$ cat src/rtl/alu_ctrl_pkg.sv
// Shared constants for the ALU control pipeline: ALU codes, opcode/funct encodings
// and the mult/div occupancy FSM state type.
package alu_ctrl_pkg;

  localparam int unsigned CODE_W   = 4;
  localparam int unsigned FIELD_W  = 6;
  localparam int unsigned MD_CNT_W = 4;

  typedef logic [CODE_W-1:0]  alu_code_t;
  typedef logic [FIELD_W-1:0] field_t;

  localparam alu_code_t ALU_ADD  = 4'd0;
  localparam alu_code_t ALU_SUB  = 4'd1;
  localparam alu_code_t ALU_AND  = 4'd2;
  localparam alu_code_t ALU_OR   = 4'd3;
  localparam alu_code_t ALU_XOR  = 4'd4;
  localparam alu_code_t ALU_NOR  = 4'd5;
  localparam alu_code_t ALU_SLT  = 4'd6;
  localparam alu_code_t ALU_SLTU = 4'd7;
  localparam alu_code_t ALU_SLL  = 4'd8;
  localparam alu_code_t ALU_SRL  = 4'd9;
  localparam alu_code_t ALU_SRA  = 4'd10;
  localparam alu_code_t ALU_LUI  = 4'd11;
  localparam alu_code_t ALU_MULT = 4'd12;
  localparam alu_code_t ALU_DIV  = 4'd13;

  localparam field_t OP_RTYPE = 6'b000000;
  localparam field_t OP_ADDI  = 6'b001000;
  localparam field_t OP_ADDIU = 6'b001001;
  localparam field_t OP_LW    = 6'b100011;
  localparam field_t OP_SW    = 6'b101011;
  localparam field_t OP_BEQ   = 6'b000100;
  localparam field_t OP_BNE   = 6'b000101;
  localparam field_t OP_SLTI  = 6'b001010;
  localparam field_t OP_ANDI  = 6'b001100;
  localparam field_t OP_ORI   = 6'b001101;
  localparam field_t OP_XORI  = 6'b001110;
  localparam field_t OP_LUI   = 6'b001111;

  localparam field_t FN_ADD  = 6'b100000;
  localparam field_t FN_ADDU = 6'b100001;
  localparam field_t FN_SUB  = 6'b100010;
  localparam field_t FN_SUBU = 6'b100011;
  localparam field_t FN_AND  = 6'b100100;
  localparam field_t FN_OR   = 6'b100101;
  localparam field_t FN_XOR  = 6'b100110;
  localparam field_t FN_NOR  = 6'b100111;
  localparam field_t FN_SLT  = 6'b101010;
  localparam field_t FN_SLTU = 6'b101011;
  localparam field_t FN_SLL  = 6'b000000;
  localparam field_t FN_SRL  = 6'b000010;
  localparam field_t FN_SRA  = 6'b000011;
  localparam field_t FN_MULT = 6'b011000;
  localparam field_t FN_DIV  = 6'b011010;

  typedef enum logic {IDLE = 1'b0, BUSY = 1'b1} md_state_t;

endpackage

$ cat src/rtl/alu_ctrl_dec.sv
// Combinational opcode/funct -> ALU control decode. Mult/div functs decode only when
// ALU_CTRL_MD_EN is defined; otherwise they fall through to illegal.
module alu_ctrl_dec
  import alu_ctrl_pkg::*;
(
  input  logic [FIELD_W-1:0] i_opcode,
  input  logic [FIELD_W-1:0] i_funct,
  output logic [CODE_W-1:0]  o_code,
  output logic               o_illegal
);

  always_comb begin
    o_code    = ALU_ADD;
    o_illegal = 1'b0;
    case (i_opcode)
      OP_RTYPE: begin
        case (i_funct)
          FN_ADD, FN_ADDU: o_code = ALU_ADD;
          FN_SUB, FN_SUBU: o_code = ALU_SUB;
          FN_AND:          o_code = ALU_AND;
          FN_OR:           o_code = ALU_OR;
          FN_XOR:          o_code = ALU_XOR;
          FN_NOR:          o_code = ALU_NOR;
          FN_SLT:          o_code = ALU_SLT;
          FN_SLTU:         o_code = ALU_SLTU;
          FN_SLL:          o_code = ALU_SLL;
          FN_SRL:          o_code = ALU_SRL;
          FN_SRA:          o_code = ALU_SRA;
`ifdef ALU_CTRL_MD_EN
          FN_MULT:         o_code = ALU_MULT;
          FN_DIV:          o_code = ALU_DIV;
`endif
          default:         o_illegal = 1'b1;
        endcase
      end
      OP_ADDI, OP_ADDIU, OP_LW, OP_SW: o_code = ALU_ADD;
      OP_BEQ, OP_BNE:                  o_code = ALU_SUB;
      OP_SLTI:                         o_code = ALU_SLT;
      OP_ANDI:                         o_code = ALU_AND;
      OP_ORI:                          o_code = ALU_OR;
      OP_XORI:                         o_code = ALU_XOR;
      OP_LUI:                          o_code = ALU_LUI;
      default:                         o_illegal = 1'b1;
    endcase
  end

endmodule

$ cat src/rtl/alu_ctrl_pipe.sv
// Single-stage registered ALU control decode with valid/ready handshake. Defining
// ALU_CTRL_MD_EN adds MULT/DIV decode and an MD_LAT-cycle occupancy FSM.
module alu_ctrl_pipe
  import alu_ctrl_pkg::*;
#(
  parameter int unsigned ALUOPW = 4,
  parameter int unsigned MD_LAT = 4
) (
  input  logic              clk,
  input  logic              rst,
  input  logic              in_valid,
  output logic              in_ready,
  input  logic [5:0]        opcode,
  input  logic [5:0]        funct,
  output logic              out_valid,
  input  logic              out_ready,
  output logic [ALUOPW-1:0] aluop,
  output logic              illegal,
  output logic              md_busy
);

  logic              w_accept;
  logic [CODE_W-1:0] w_code;
  logic              w_illegal;
  logic              r_out_valid;
  logic [ALUOPW-1:0] r_aluop;
  logic              r_illegal;

  alu_ctrl_dec u_dec (
    .i_opcode  (opcode),
    .i_funct   (funct),
    .o_code    (w_code),
    .o_illegal (w_illegal)
  );

  // Stall while the output slot is held or the multi-cycle unit is occupied.
  assign in_ready = (!r_out_valid | out_ready) & !md_busy;
  assign w_accept = in_valid & in_ready;

  always_ff @(posedge clk or posedge rst) begin
    if (rst) begin
      r_out_valid <= 1'b0;
      r_aluop     <= '0;
      r_illegal   <= 1'b0;
    end else if (w_accept) begin
      r_out_valid <= 1'b1;
      r_aluop     <= ALUOPW'(w_code);
      r_illegal   <= w_illegal;
    end else if (out_ready) begin
      r_out_valid <= 1'b0;
    end
  end

  assign out_valid = r_out_valid;
  assign aluop     = r_aluop;
  assign illegal   = r_illegal;

`ifdef ALU_CTRL_MD_EN
  md_state_t           r_state;
  md_state_t           w_state_nxt;
  logic [MD_CNT_W-1:0] r_cnt;
  logic [MD_CNT_W-1:0] w_cnt_nxt;
  logic                w_md_start;

  assign w_md_start = w_accept & !w_illegal & (MD_LAT != 0) &
                      ((w_code == ALU_MULT) | (w_code == ALU_DIV));

  always_ff @(posedge clk or posedge rst) begin
    if (rst) begin
      r_state <= IDLE;
      r_cnt   <= '0;
    end else begin
      r_state <= w_state_nxt;
      r_cnt   <= w_cnt_nxt;
    end
  end

  // Counter holds remaining busy cycles including the current one.
  always_comb begin
    w_state_nxt = r_state;
    w_cnt_nxt   = r_cnt;
    case (r_state)
      IDLE: begin
        if (w_md_start) begin
          w_state_nxt = BUSY;
          w_cnt_nxt   = MD_CNT_W'(MD_LAT);
        end
      end
      BUSY: begin
        w_cnt_nxt = r_cnt - MD_CNT_W'(1);
        if (r_cnt <= MD_CNT_W'(1)) begin
          w_state_nxt = IDLE;
        end
      end
      default: begin
        w_state_nxt = IDLE;
        w_cnt_nxt   = '0;
      end
    endcase
  end

  assign md_busy = (r_state == BUSY);
`else
  assign md_busy = 1'b0;
`endif

endmodule
$ cat config.mk
export PLATFORM = sky130hd
export DESIGN_NAME = alu_ctrl_pipe
export DESIGN_NICKNAME = d
export VERILOG_FILES = /design/src/rtl/alu_ctrl_pkg.sv /design/src/rtl/alu_ctrl_dec.sv /design/src/rtl/alu_ctrl_pipe.sv
export SDC_FILE = /design/constraint.sdc
export NUM_CORES = 1
export LEC_CHECK = 0
export CAP_MARGIN = 20
export CORE_MARGIN = 2
export CORE_UTILIZATION = 36
export DETAILED_ROUTE_END_ITERATION = 10
export GPL_TIMING_DRIVEN = 1
export MAX_ROUTING_LAYER = met4
export PLACE_DENSITY = 0.72
export RECOVER_POWER = 25
export SLEW_MARGIN = 25
export SYNTH_ARGS = -nofsm -noshare
export SYNTH_HDL_FRONTEND = slang
export SYNTH_SLANG_ARGS = --single-unit
$ cat constraint.sdc
create_clock -name clk -period 1.1 [get_ports clk]
set_input_delay 0.22 -clock clk [delete_from_list [all_inputs] [get_ports clk]]
set_output_delay 0.22 -clock clk [all_outputs]
set_load 0.02 [all_outputs]
==> results summary, run 1 <==
The hold-fix buffer count after cts came out at 0. The routed design could run at a clock period as short as between 1 and 1.5 ns. The proportion of register bits with asynchronous set or reset after synthesis came out at between 90% and 100%. The net count of the mapped netlist is 86. The required time at the worst-slack endpoint came out at about 1.3 ns. The detailed-route wire length is 1.798 mm. The area of the mapped netlist came out at 563.0 µm². The initial core utilization came out at approximately 38%. The total number of H-tree levels is 1.

The per-instance average area after synthesis came out at about 8.0 µm². The maximum fanout encountered on the critical timing path came out at 5. The post-detailed-route count of antenna-violating nets came out at 0.

The HPWL reported at the end of detailed placement came out at 1.324 mm. The run finished, with violations left. For this run, the top clock speed supported by timing is 830.0 MHz. TritonCTS built the clock tree. The commonest cells after synthesis are a21oi_1 (6), dfrtp_1 (6).

The later-pin clock latency in the skew report came out at 0.24 ns. The internal power of the cells came out at about 0.00054 W. After detailed placement, the total cell area comes to just under 1000 µm². The number of flops mapped to enable cells by yosys is 0. Summed over all layers, the global routing overflow is 0. The finished cells cover roughly 1100 µm².

The number of DRC markers in iteration 0 came out at 27. The post-synthesis instance total is 70. The overall via count from detail_route came out at 716. In the post-synthesis netlist, the biggest area contributors are dfrtp_1 (27%), nand2b_1 (5.6%), a21oi_1 (5.3%), a221o_1 (5.3%), a2111oi_4 (4.9%). The antenna diode count is 0. The routed via count divided by cell count came out at around 5.3. The clock network burns 28.4% of the power. The count of synthesis-stage warnings from yosys is 0. The number of clock buffers inserted by TritonCTS is 3.

Synthesis inferred 6 register bits. Summed over all instances, the cell type with the most area after synthesis is dfrtp_1. The setup-violating endpoint count in the final report is 5. The switching part of the total power is about 33%. In this run the power density over the cells is around 750 nW/µm². The CTS clock-pin slew for the worst setup and hold paths came out at ~0.050 ns. The final setup skew came out at around 0.0025 ns.

For this run, the leading register cell type out of synthesis is dfrtp_1. The maximum number of pins on one net before global-route repair is 10. Dividing the detail-routed wire length by the instance count gives roughly 13 µm. The checks that failed: setup timing. The number of top-level pins is 24. The tree is rooted in a clkbuf_4.

Counting distinct cell types in the post-synthesis netlist gives 31. The first global-routing pass estimated a little under 3 mm of wire. The die outline height is 43.55 µm.

The max-slew violation count is 0. The final clock period utilization by the worst path is 109.5%. The final number of hold-violating endpoints is 0. The overall die area came out at approximately 1900 µm². Sequential elements use a little over a quarter of the synthesized area.

STA classifies the critical path endpoint as a flip-flop. The critical path is of the flip-flop to flip-flop type. For this design the total switching power over the nets is around 0.00026 W. The number of max-capacitance violations reported is 0. The synthesized design devotes to its leading area cell type a little over a quarter of total area. In this run the horizontal extent of the chip is 43.55 µm. The post-route netlist has ~50% of its cells at a drive strength greater than 1. The slack of the worst reg-to-reg path is -0.10 ns. Combinational logic burns about 41% of the power. The synthesis-to-layout area growth came out at 88.89%. The placement row count came out at 14. The via count of the first global-routing pass is approximately 710. The total clock sinks came out at 6. For this run, the share of the core covered by cells in the final layout is a little under three quarters. The net count of the finished layout is around 140. Setup repair after global routing could not meet its margin everywhere.

In the routed design, unresolved DRC markers number 0. The worst-case vdd ir drop is around 0.35 mV. The global placer's final weighted congestion is about 0.87.

The sum of negative setup slack came out at -0.4315 ns. The static leakage came out at just under 0.5 nW. The arrival time at the worst endpoint is 1.38 ns. The pre-antenna-repair detailed-routing pass consisted of 5 iterations. The maximum root-to-sink buffer count is 2.

STA classifies the critical path startpoint as a flip-flop. The power share of the sequential group came out at between 30 and 40%. The classification of the worst-slack hold path is input pin to asynchronous set/reset pin. The number of antenna violations at the first check in global routing is 0. The number of input and output port buffers inserted came out at 22. For this run, the total global-route usage over all layers was measured as a little over a fifth.

The core area came out at around 1500 µm². The worst-case setup margin in the final layout came out at -0.1048 ns.
## power by group through the flow
stage	clock (W)	sequential [W]	combinational, W
final	0.000227	0.000241	0.000330
after global routing	0.000241	0.000242	0.000357
after CTS	0.000227	0.000241	0.000309
after detailed placement	0	0.000245	0.000303
after global placement	0	0.000244	0.000298
after floorplan	0	0.000260	0.000117
## area by class of cell
class,count,area [µm²]
fillers,115,425.4
well taps,16,20.02
inverters,5,18.77
multi-input cells,55,470.5
flip-flops and latches,6,151.4
repair buffers,48,376.6
clock buffers,4,26.28
## worst paths after layout
kind,depth (start not counted),startpoint,end
max reg2reg,5,out_valid,aluop[2]
max,5,out_valid,aluop[2]
min in group clk,3,opcode[4],illegal
max in group asynchronous,2,rst,out_valid
min,2,rst,aluop[0]
min reg2reg,2,aluop[1],aluop[1]
## critical path, stage by stage (launching register included)
cell and delay [ns]:
dfrtp_2 0.41, nand2b_4 0.08, buf_6 0.12, nand2_4 0.07, a2111oi_4 0.25, a221o_1 0.20
## state kept, by name (all words and copies together), names as in the netlist
signal,count
aluop,4
illegal,1
out_valid,1
## cells by family (layout without fill, tap and decap cells)
kind of cell	count (synthesis)	count (layout)	synth area share, %
AOI/OAI and AO/OA	21	21	30.23
xor gates and xnor gates	1	1	1.556
buffers and inverters	9	57	8.445
DFF	6	6	26.67
other	1	1	0.6660
and+or+nand+nor	32	32	32.45
## cells in the final DEF, fill, tap and decap left out, types with 2 or more instances in the layout
cell type / count
clkdlybuf4s50_1: 2
nor4_4: 2
nor2_2: 3
buf_2: 7
buf_4: 22
dlygate4sd2_1: 7
nand2_1: 4
nor2b_1: 3
clkbuf_4: 4
dfrtp_1: 5
a41oi_1: 2
nand2b_1: 3
a221o_1: 3
o21ai_0: 2
inv_1: 5
nand3_1: 2
nand2b_4: 2
a21oi_1: 5
o21bai_1: 2
nor3_1: 2
buf_6: 6
clkbuf_2: 2
nor2_1: 2
nand3_2: 2
## per-stage QoR
step                      hold slack [ns]  cells  setup slack [ns]   power, W
after floorplan                   0.01089     70           -0.1087  0.0003770
after global placement             0.4466    126           -0.6779  0.0005417
after detailed placement           0.4599    126           -0.7136  0.0005473
after CTS                          0.1997    133           -0.1018  0.0007771
after global routing               0.3583    134           -0.1625  0.0008408
final                              0.3264    134           -0.1048  0.0007976
## metal layers
| metal | vias up | share of wire [%] | track usage [%] |
|---|---|---|---|
| li1 | 362 | - | - |
| met1 | 336 | 44 | 25.45 |
| met2 | 16 | 54 | 37.06 |
| met3 | 2 | 1.8 | 0 |
| met4 | 0 | 0.56 | 7.273 |
| met5 | - | 0 | - |
## timing repair
action | in CTS | in global routing
setup endpoints to repair | 12 | 8
gates resized for setup | 63 | 13
setup buffers | 3 | 1
pin swaps | 13 | 4
No activity file was read; power rests on OpenSTA's default activity.
==> inputs of run 2 (changes only) <==
MAX_ROUTING_LAYER = unset   (was met4)
==> run 2 against run 1 <==
  * The flow still finishes with violations (setup timing)
  * Critical endpoint unchanged
  * Sequential power barely moved
  * Clock skew increased by 0.00060 ns
  * Global-route usage fell by 0.63 points
==> results summary, run 2 (synthesis results as in run 1) <==
Result of the run: finished with violations (unchanged). Violated checks: setup timing (unchanged). The number of DRC markers in iteration 0 is 27 (unchanged). The share of layout cells above drive strength 1 is 50.00% (unchanged). The number of clock buffers inserted by TritonCTS is 3 (unchanged). The reg-to-reg endpoint is aluop[2] (unchanged). The antenna diode count is 0 (unchanged). The CTS clock-pin slew for the worst setup and hold paths was 0.05 ns (about the same). The start point of the critical path was out_valid (unchanged).

The part of the power in combinational logic came to 41.3% (was 41.4%). The global placer's final weighted congestion came to 0.8600 (was 0.8737). The overall via count from detail_route is 712 (was 716). The type of the worst setup path was flip-flop to flip-flop (unchanged). The shortest clock period the worst path allows after layout came to 1.197 ns (was 1.205 ns).

The non-filler instance count after layout is 134 (unchanged). The worst-case vdd ir drop was 0.3474 mV (was 0.3475 mV). The number of max-capacitance violations reported came out at 0 (unchanged). The sum of negative setup slack is -0.4075 ns (was -0.4315 ns). The final cell area excluding filler cells was 1064 µm² (unchanged). The routed via count divided by cell count came to 5.313 (was 5.343). The number of DRC violations after detailed routing is 0 (unchanged). The critical register-to-register path startpoint is out_valid (unchanged). The total congestion overflow came out at 0 (unchanged). The hold-fix buffer count after cts is 0 (unchanged). CP cell instances: nand2b_4, buf_6, nand2_4, a2111oi_4, a221o_1 (unchanged). The number of cells on the worst reg-to-reg path is 5 (unchanged). The count of placed standard cells including taps is 126 (unchanged).

The classification of the worst-slack hold path is input pin to asynchronous set/reset pin (unchanged). The arrival time at the worst endpoint came to 1.38 ns (about the same). The last element of the critical path is aluop[2] (unchanged).

The later-pin clock latency in the skew report came to 0.25 ns (was 0.24 ns). The cell area power density is 751.0 nW/µm² (was 749.9 nW/µm²). The net switching power figure is 0.0002620 W (was 0.0002610 W).

The static leakage came out at 0.4925 nW (unchanged). The die outline height came out at 43.55 µm (unchanged). The final setup skew came out at 0.003133 ns (was 0.002535 ns). The total number of H-tree levels is 1 (unchanged). The total clock sinks is 6 (unchanged). The critical path capture point type is a flip-flop (unchanged). The HPWL reported at the end of detailed placement is 1.324 mm (unchanged). The maximum fanout encountered on the critical timing path came out at 5 (unchanged). The detailed-route wire length is 1.795 mm (was 1.798 mm). The hold slack is 0.3246 ns (was 0.3264 ns). The number of top-level pins is 24 (unchanged). Leading cell types in the layout, fill and taps excluded: buf_4 (22), dlygate4sd2_1 (7), buf_2 (7) (unchanged). The final number of hold-violating endpoints came to 0 (unchanged). The final clock period utilization by the worst path came out at 108.8% (was 109.5%). The post-detailed-placement cell area came out at 968.4 µm² (unchanged). The initial core utilization came out at 37.82% (unchanged). The post-detailed-route wirelength per cell came out at 13.40 µm (was 13.42 µm). The post-detailed-route count of antenna-violating nets is 0 (unchanged). The wire length of the first global-routing pass came out at 2.973 mm (was 2.967 mm). The internal power of the cells came to 0.0005367 W (was 0.0005366 W). The maximum clock frequency came out at 835.7 MHz (was 830.0 MHz).

The library cell contributing the largest single delay on the critical path is dfrtp_2 (unchanged). The max-slew violation count is 0 (unchanged). The launching element type of the critical path was a flip-flop (unchanged). The via count of the first global-routing pass came out at 716 (was 714). The power share of the sequential group is 30.1% (was 30.2%). The number of flip-flops under the largest register name is 4 (unchanged). The number of antenna violations at the first check in global routing came out at 0 (unchanged). The setup-violating endpoint count in the final report came out at 5 (unchanged). The most common cell after layout, fill and taps aside is buf_4 (unchanged). The required time at the worst-slack endpoint was 1.28 ns (about the same).

The placement row count came out at 14 (unchanged). The worst-case setup margin in the final layout came out at -0.09663 ns (was -0.1048 ns). The synthesis-to-layout area growth is 88.89% (unchanged).

RSZ-0062 raised after global routing: yes (unchanged). The maximum root-to-sink buffer count came out at 2 (unchanged). The slack of the worst reg-to-reg path is -0.1 ns (was -0.10 ns).

The clock network power share is 28.5% (was 28.4%). The post-placement worst setup slack was -0.7136 ns (unchanged). The net count of the finished layout is 135 (unchanged).

The delay of the slowest cell on the worst path was 0.41 ns (about the same). The core area was 1489 µm² (unchanged). The overall routing resource usage is 20.27% (was 20.90%). The number of input and output port buffers inserted is 22 (unchanged). The count of TritonRoute iterations in the first routing pass is 5 (unchanged). The TritonCTS clock tree is built (unchanged). The overall die area came out at 1896 µm² (unchanged). The switching part of the total power is 32.81% (was 32.72%). The die outline width is 43.55 µm (unchanged).

The buffer type at the clock tree root is clkbuf_4 (unchanged). The maximum number of pins on one net before global-route repair came out at 10 (unchanged).
-- run 2: cell counts in the layout (fill, tap and decap cells not counted) --
No cell type changed its count.
-- run 2: routing by layer --
layer / vias to the layer above / share of wire, % / track usage, % / wire, µm
li1: 362 / - / - / -
met3: 2 / 2.0 / 0 / 36
met2: 18 / 54 / 37.06 / 970
met5: - / 0 / 0 / 0
met4: 0 / 0.56 / 7.273 / 10
met1: 330 / 43 / 25.45 / 778
-- run 2: worst min-delay path by stage --
| stage | cells past startpoint | start | slack, ns | endpoint |
|---|---|---|---|---|
| floorplan | 1 | rst | 0.01 | aluop[0] |
| global placement | 2 | rst | 0.45 | illegal |
| detailed placement | 2 | rst | 0.46 | illegal |
| CTS | 2 | rst | 0.20 | illegal |
| global route | 2 | rst | 0.36 | aluop[0] |
| finish | 2 | rst | 0.32 | aluop[0] |
-- run 2: stage by stage --
stage	power, W	util (%)
2_1_floorplan	0.0003770	-
3_5_place_dp	0.0005473	65.04
5_1_grt	0.0008408	71.43
6_report	0.0007987	71.43
3_3_place_gp	0.0005417	65.04
4_1_cts	0.0007771	69.75
-- run 2: critical path: cells and delay by family, from the launching register on --
kind	cells	cell delay (ns)
AOI/OAI and AO/OA	2	0.44
buffers and inverters	1	0.12
DFF	1	0.41
and+or+nand+nor	2	0.15
-- run 2: power groups by stage --
stage	combinational (W)	sequential (W)	clock, W
after floorplan	0.000117	0.000260	0
after global placement	0.000298	0.000244	0
after detailed placement	0.000303	0.000245	0
after CTS	0.000309	0.000241	0.000227
after global routing	0.000357	0.000242	0.000241
final	0.000330	0.000241	0.000228
-- run 2: area by class of cell --
class / count / area, µm²
clock buffer: 4 / 26.28
fill: 115 / 425.4
tap: 16 / 20.02
sequential: 6 / 151.4
inverter: 5 / 18.77
multi-input combinational: 55 / 470.5
timing repair buffer: 48 / 376.6
-- run 2: what timing repair did --
| action | CTS | global route |
|---|---|---|
| setup buffers | 3 | 1 |
| pin swaps | 13 | 4 |
| endpoints found under the setup margin | 12 | 8 |
| resized for setup | 63 | 13 |
==> inputs of run 3 (changes only) <==
--- a/constraint.sdc
+++ b/constraint.sdc
@@ -3,2 +3,2 @@
 set_output_delay 0.22 -clock clk [all_outputs]
-set_load 0.02 [all_outputs]
+set_load 0.01 [all_outputs]
==> run 3 against run 2 <==
  * The run still ends with setup timing left
  * Hold slack better by 0.0027 ns
  * Sequential share of layout area down 0.051 points
  * Worst setup slack better by 0.082 ns
  * Cell area down 0.47%
==> results summary, run 3 (synthesis results as in run 1) <==
The total clock sinks came out at 6 (unchanged). The switching part of the total power came out at 31.46% (was 32.81%). The final setup skew is 0.003590 ns (was 0.003133 ns). The later-pin clock latency in the skew report came to 0.24 ns (was 0.25 ns). The detailed-route wire length is 1.855 mm (was 1.795 mm).

The post-detailed-route wirelength per cell is 13.84 µm (was 13.40 µm). The net count of the finished layout is 136 (was 135). The HPWL reported at the end of detailed placement is 1.299 mm (was 1.324 mm). The worst-case setup margin in the final layout is -0.01438 ns (was -0.09663 ns). The maximum root-to-sink buffer count came out at 2 (unchanged). The setup-violating endpoint count in the final report was 1 (was 5).

The maximum number of pins on one net before global-route repair is 8 (was 10). The number of input and output port buffers inserted is 22 (unchanged). The required time at the worst-slack endpoint came out at 1.28 ns (about the same). The sum of negative setup slack is -0.01438 ns (was -0.4075 ns). The CTS clock-pin slew for the worst setup and hold paths came out at 0.05 ns (about the same).

The synthesis-to-layout area growth is 88.00% (was 88.89%). The internal power of the cells came out at 0.0005189 W (was 0.0005367 W). The overall routing resource usage is 18.39% (was 20.27%).

The total congestion overflow came out at 0 (unchanged). The post-detailed-route count of antenna-violating nets is 0 (unchanged). The number of top-level pins came out at 24 (unchanged). The number of DRC markers in iteration 0 came out at 10 (was 27). The TritonCTS clock tree is built (unchanged). RSZ-0062 raised after global routing: yes (unchanged). The buffer type at the clock tree root is clkbuf_4 (unchanged). The placement row count came out at 14 (unchanged). The global placer's final weighted congestion came to 0.8049 (was 0.8600).

The critical path capture point type is a flip-flop (unchanged). The antenna diode count came to 0 (unchanged). Leading cell types in the layout, fill and taps excluded: buf_4 (25), dfrtp_1 (6), clkbuf_2 (6) (was buf_4 (22), dlygate4sd2_1 (7), buf_2 (7)).

The number of antenna violations at the first check in global routing came out at 0 (unchanged). The core occupancy in the finished layout came out at 71.09% (was 71.43%). The launching element type of the critical path was a flip-flop (unchanged).

The number of fillers in the final layout came out at 119 (was 115). The most common cell after layout, fill and taps aside is buf_4 (unchanged). The clock network power share came to 26.9% (was 28.5%). The max-slew violation count is 0 (unchanged). The die outline width is 43.55 µm (unchanged). The wire length of the first global-routing pass came out at 2.642 mm (was 2.973 mm).

The part of the power in combinational logic is 41.2% (was 41.3%). The static leakage came out at 0.5026 nW (was 0.4925 nW). The hold-fix buffer count after cts is 0 (unchanged). The total power draw came out at 0.0007571 W (was 0.0007987 W). The initial core utilization is 37.82% (unchanged). The via count of the first global-routing pass came out at 646 (was 716). The total number of H-tree levels was 1 (unchanged). Violated checks: setup timing (unchanged). The cell area power density came out at 715.3 nW/µm² (was 751.0 nW/µm²).

The power share of the sequential group is 31.9% (was 30.1%). The final cell area excluding filler cells came out at 1059 µm² (was 1064 µm²). The routed wire length on met3 came out at 35 µm (was 36 µm).

The worst-case vdd ir drop is 0.3173 mV (was 0.3474 mV). The overall die area came to 1896 µm² (unchanged). The core area is 1489 µm² (unchanged). The overall via count from detail_route came out at 718 (was 712). The count of TritonRoute iterations in the first routing pass came out at 4 (was 5).

The maximum fanout encountered on the critical timing path came out at 5 (unchanged). The number of max-capacitance violations reported came out at 0 (unchanged). The classification of the worst-slack hold path is input pin to asynchronous set/reset pin (unchanged). The met2 wire length was 972 µm (was 970 µm). The routed via count divided by cell count was 5.358 (was 5.313).

The number of DRC violations after detailed routing was 0 (unchanged). The top routing layer in use is met3 (was met4). The maximum clock frequency is 897.4 MHz (was 835.7 MHz).

The share of layout cells above drive strength 1 came to 51.69% (was 50.00%). The die outline height was 43.55 µm (unchanged). The post-detailed-placement cell area came out at 959.7 µm² (was 968.4 µm²).

Result of the run: finished with violations (unchanged). The net switching power figure came out at 0.0002382 W (was 0.0002620 W). The final clock period utilization by the worst path came out at 101.3% (was 108.8%). The type of the worst setup path is flip-flop to flip-flop (unchanged).

The number of flip-flops under the largest register name is 4 (unchanged). The shortest clock period the worst path allows after layout came out at 1.114 ns (was 1.197 ns). The arrival time at the worst endpoint came out at 1.29 ns (was 1.38 ns). The number of clock buffers inserted by TritonCTS came to 3 (unchanged). The final number of hold-violating endpoints came out at 0 (unchanged). The post-route met1 wirelength came out at 847 µm (was 778 µm).

The post-placement worst setup slack is -0.7116 ns (was -0.7136 ns).
## run 3: cell types whose count changed in the layout (fill, tap and decap cells not counted), moves of 2 or more
cell | before | now
dlygate4sd2_1 | 7 | 4
clkdlybuf4s50_1 | 2 | 0
clkbuf_2 | 2 | 6
buf_6 | 6 | 4
buf_4 | 22 | 25
clkdlybuf4s15_1 | 0 | 4
dlymetal6s2s_1 | 0 | 2
buf_2 | 7 | 3
## run 3: layout make-up
| cell class | instances | area [µm²] | area share (%) |
|---|---|---|---|
| sequential | 6 | 150.1 | 14.18 |
| inverter | 5 | 18.77 | 1.773 |
| clock buffer | 3 | 22.52 | 2.128 |
| timing repair buffer | 49 | 387.9 | 36.64 |
| multi-input combinational | 55 | 459.2 | 43.38 |
| tap | 16 | 20.02 | 1.891 |
## run 3: what timing repair did
item,in CTS,in global routing
endpoints found under the setup margin,12,10
hold endpoints to repair,0,0
gates resized for setup,51,23
pin swaps,9,9
setup buffers,2,3
## run 3: per-layer routing
metal | up-vias | track usage [%]
li1 | 358 | -
met1 | 345 | 24.68
met2 | 15 | 30.59
met3 | 0 | 1.250
met4 | 0 | 7.273
met5 | - | 0
## run 3: final timing paths
check / startpoint / to / slack (ns) / cells past startpoint
worst max-delay path: out_valid / aluop[0] / -0.01 / 4
worst min-delay path: rst / out_valid / 0.33 / 2
worst max register to register: out_valid / aluop[0] / -0.01 / 4
worst min register to register: aluop[3] / aluop[3] / 0.52 / 1
max in group asynchronous: rst / aluop[2] / 0.58 / 2
min in group clk: opcode[4] / illegal / 0.46 / 3
## run 3: worst max-delay path: stages (launching register included)
cell       delay (ns)
dfrtp_1          0.40
nand2b_4         0.12
nand2_4          0.08
a2111oi_4        0.25
a221o_1          0.21
## run 3: per-stage QoR
step,hold WS [ns],cells
2_1_floorplan,0.01096,70
3_3_place_gp,0.4484,126
3_5_place_dp,0.4532,126
4_1_cts,0.1957,131
5_1_grt,0.3530,134
6_report,0.3273,134
## run 3: power groups by stage
stage               clock network (W)  logic, W  registers, W
floorplan                           0  0.000112      0.000250
global placement                    0  0.000281      0.000244
detailed placement                  0  0.000287      0.000245
CTS                          0.000205  0.000281      0.000242
global route                 0.000223  0.000337      0.000242
finish                       0.000204  0.000312      0.000241
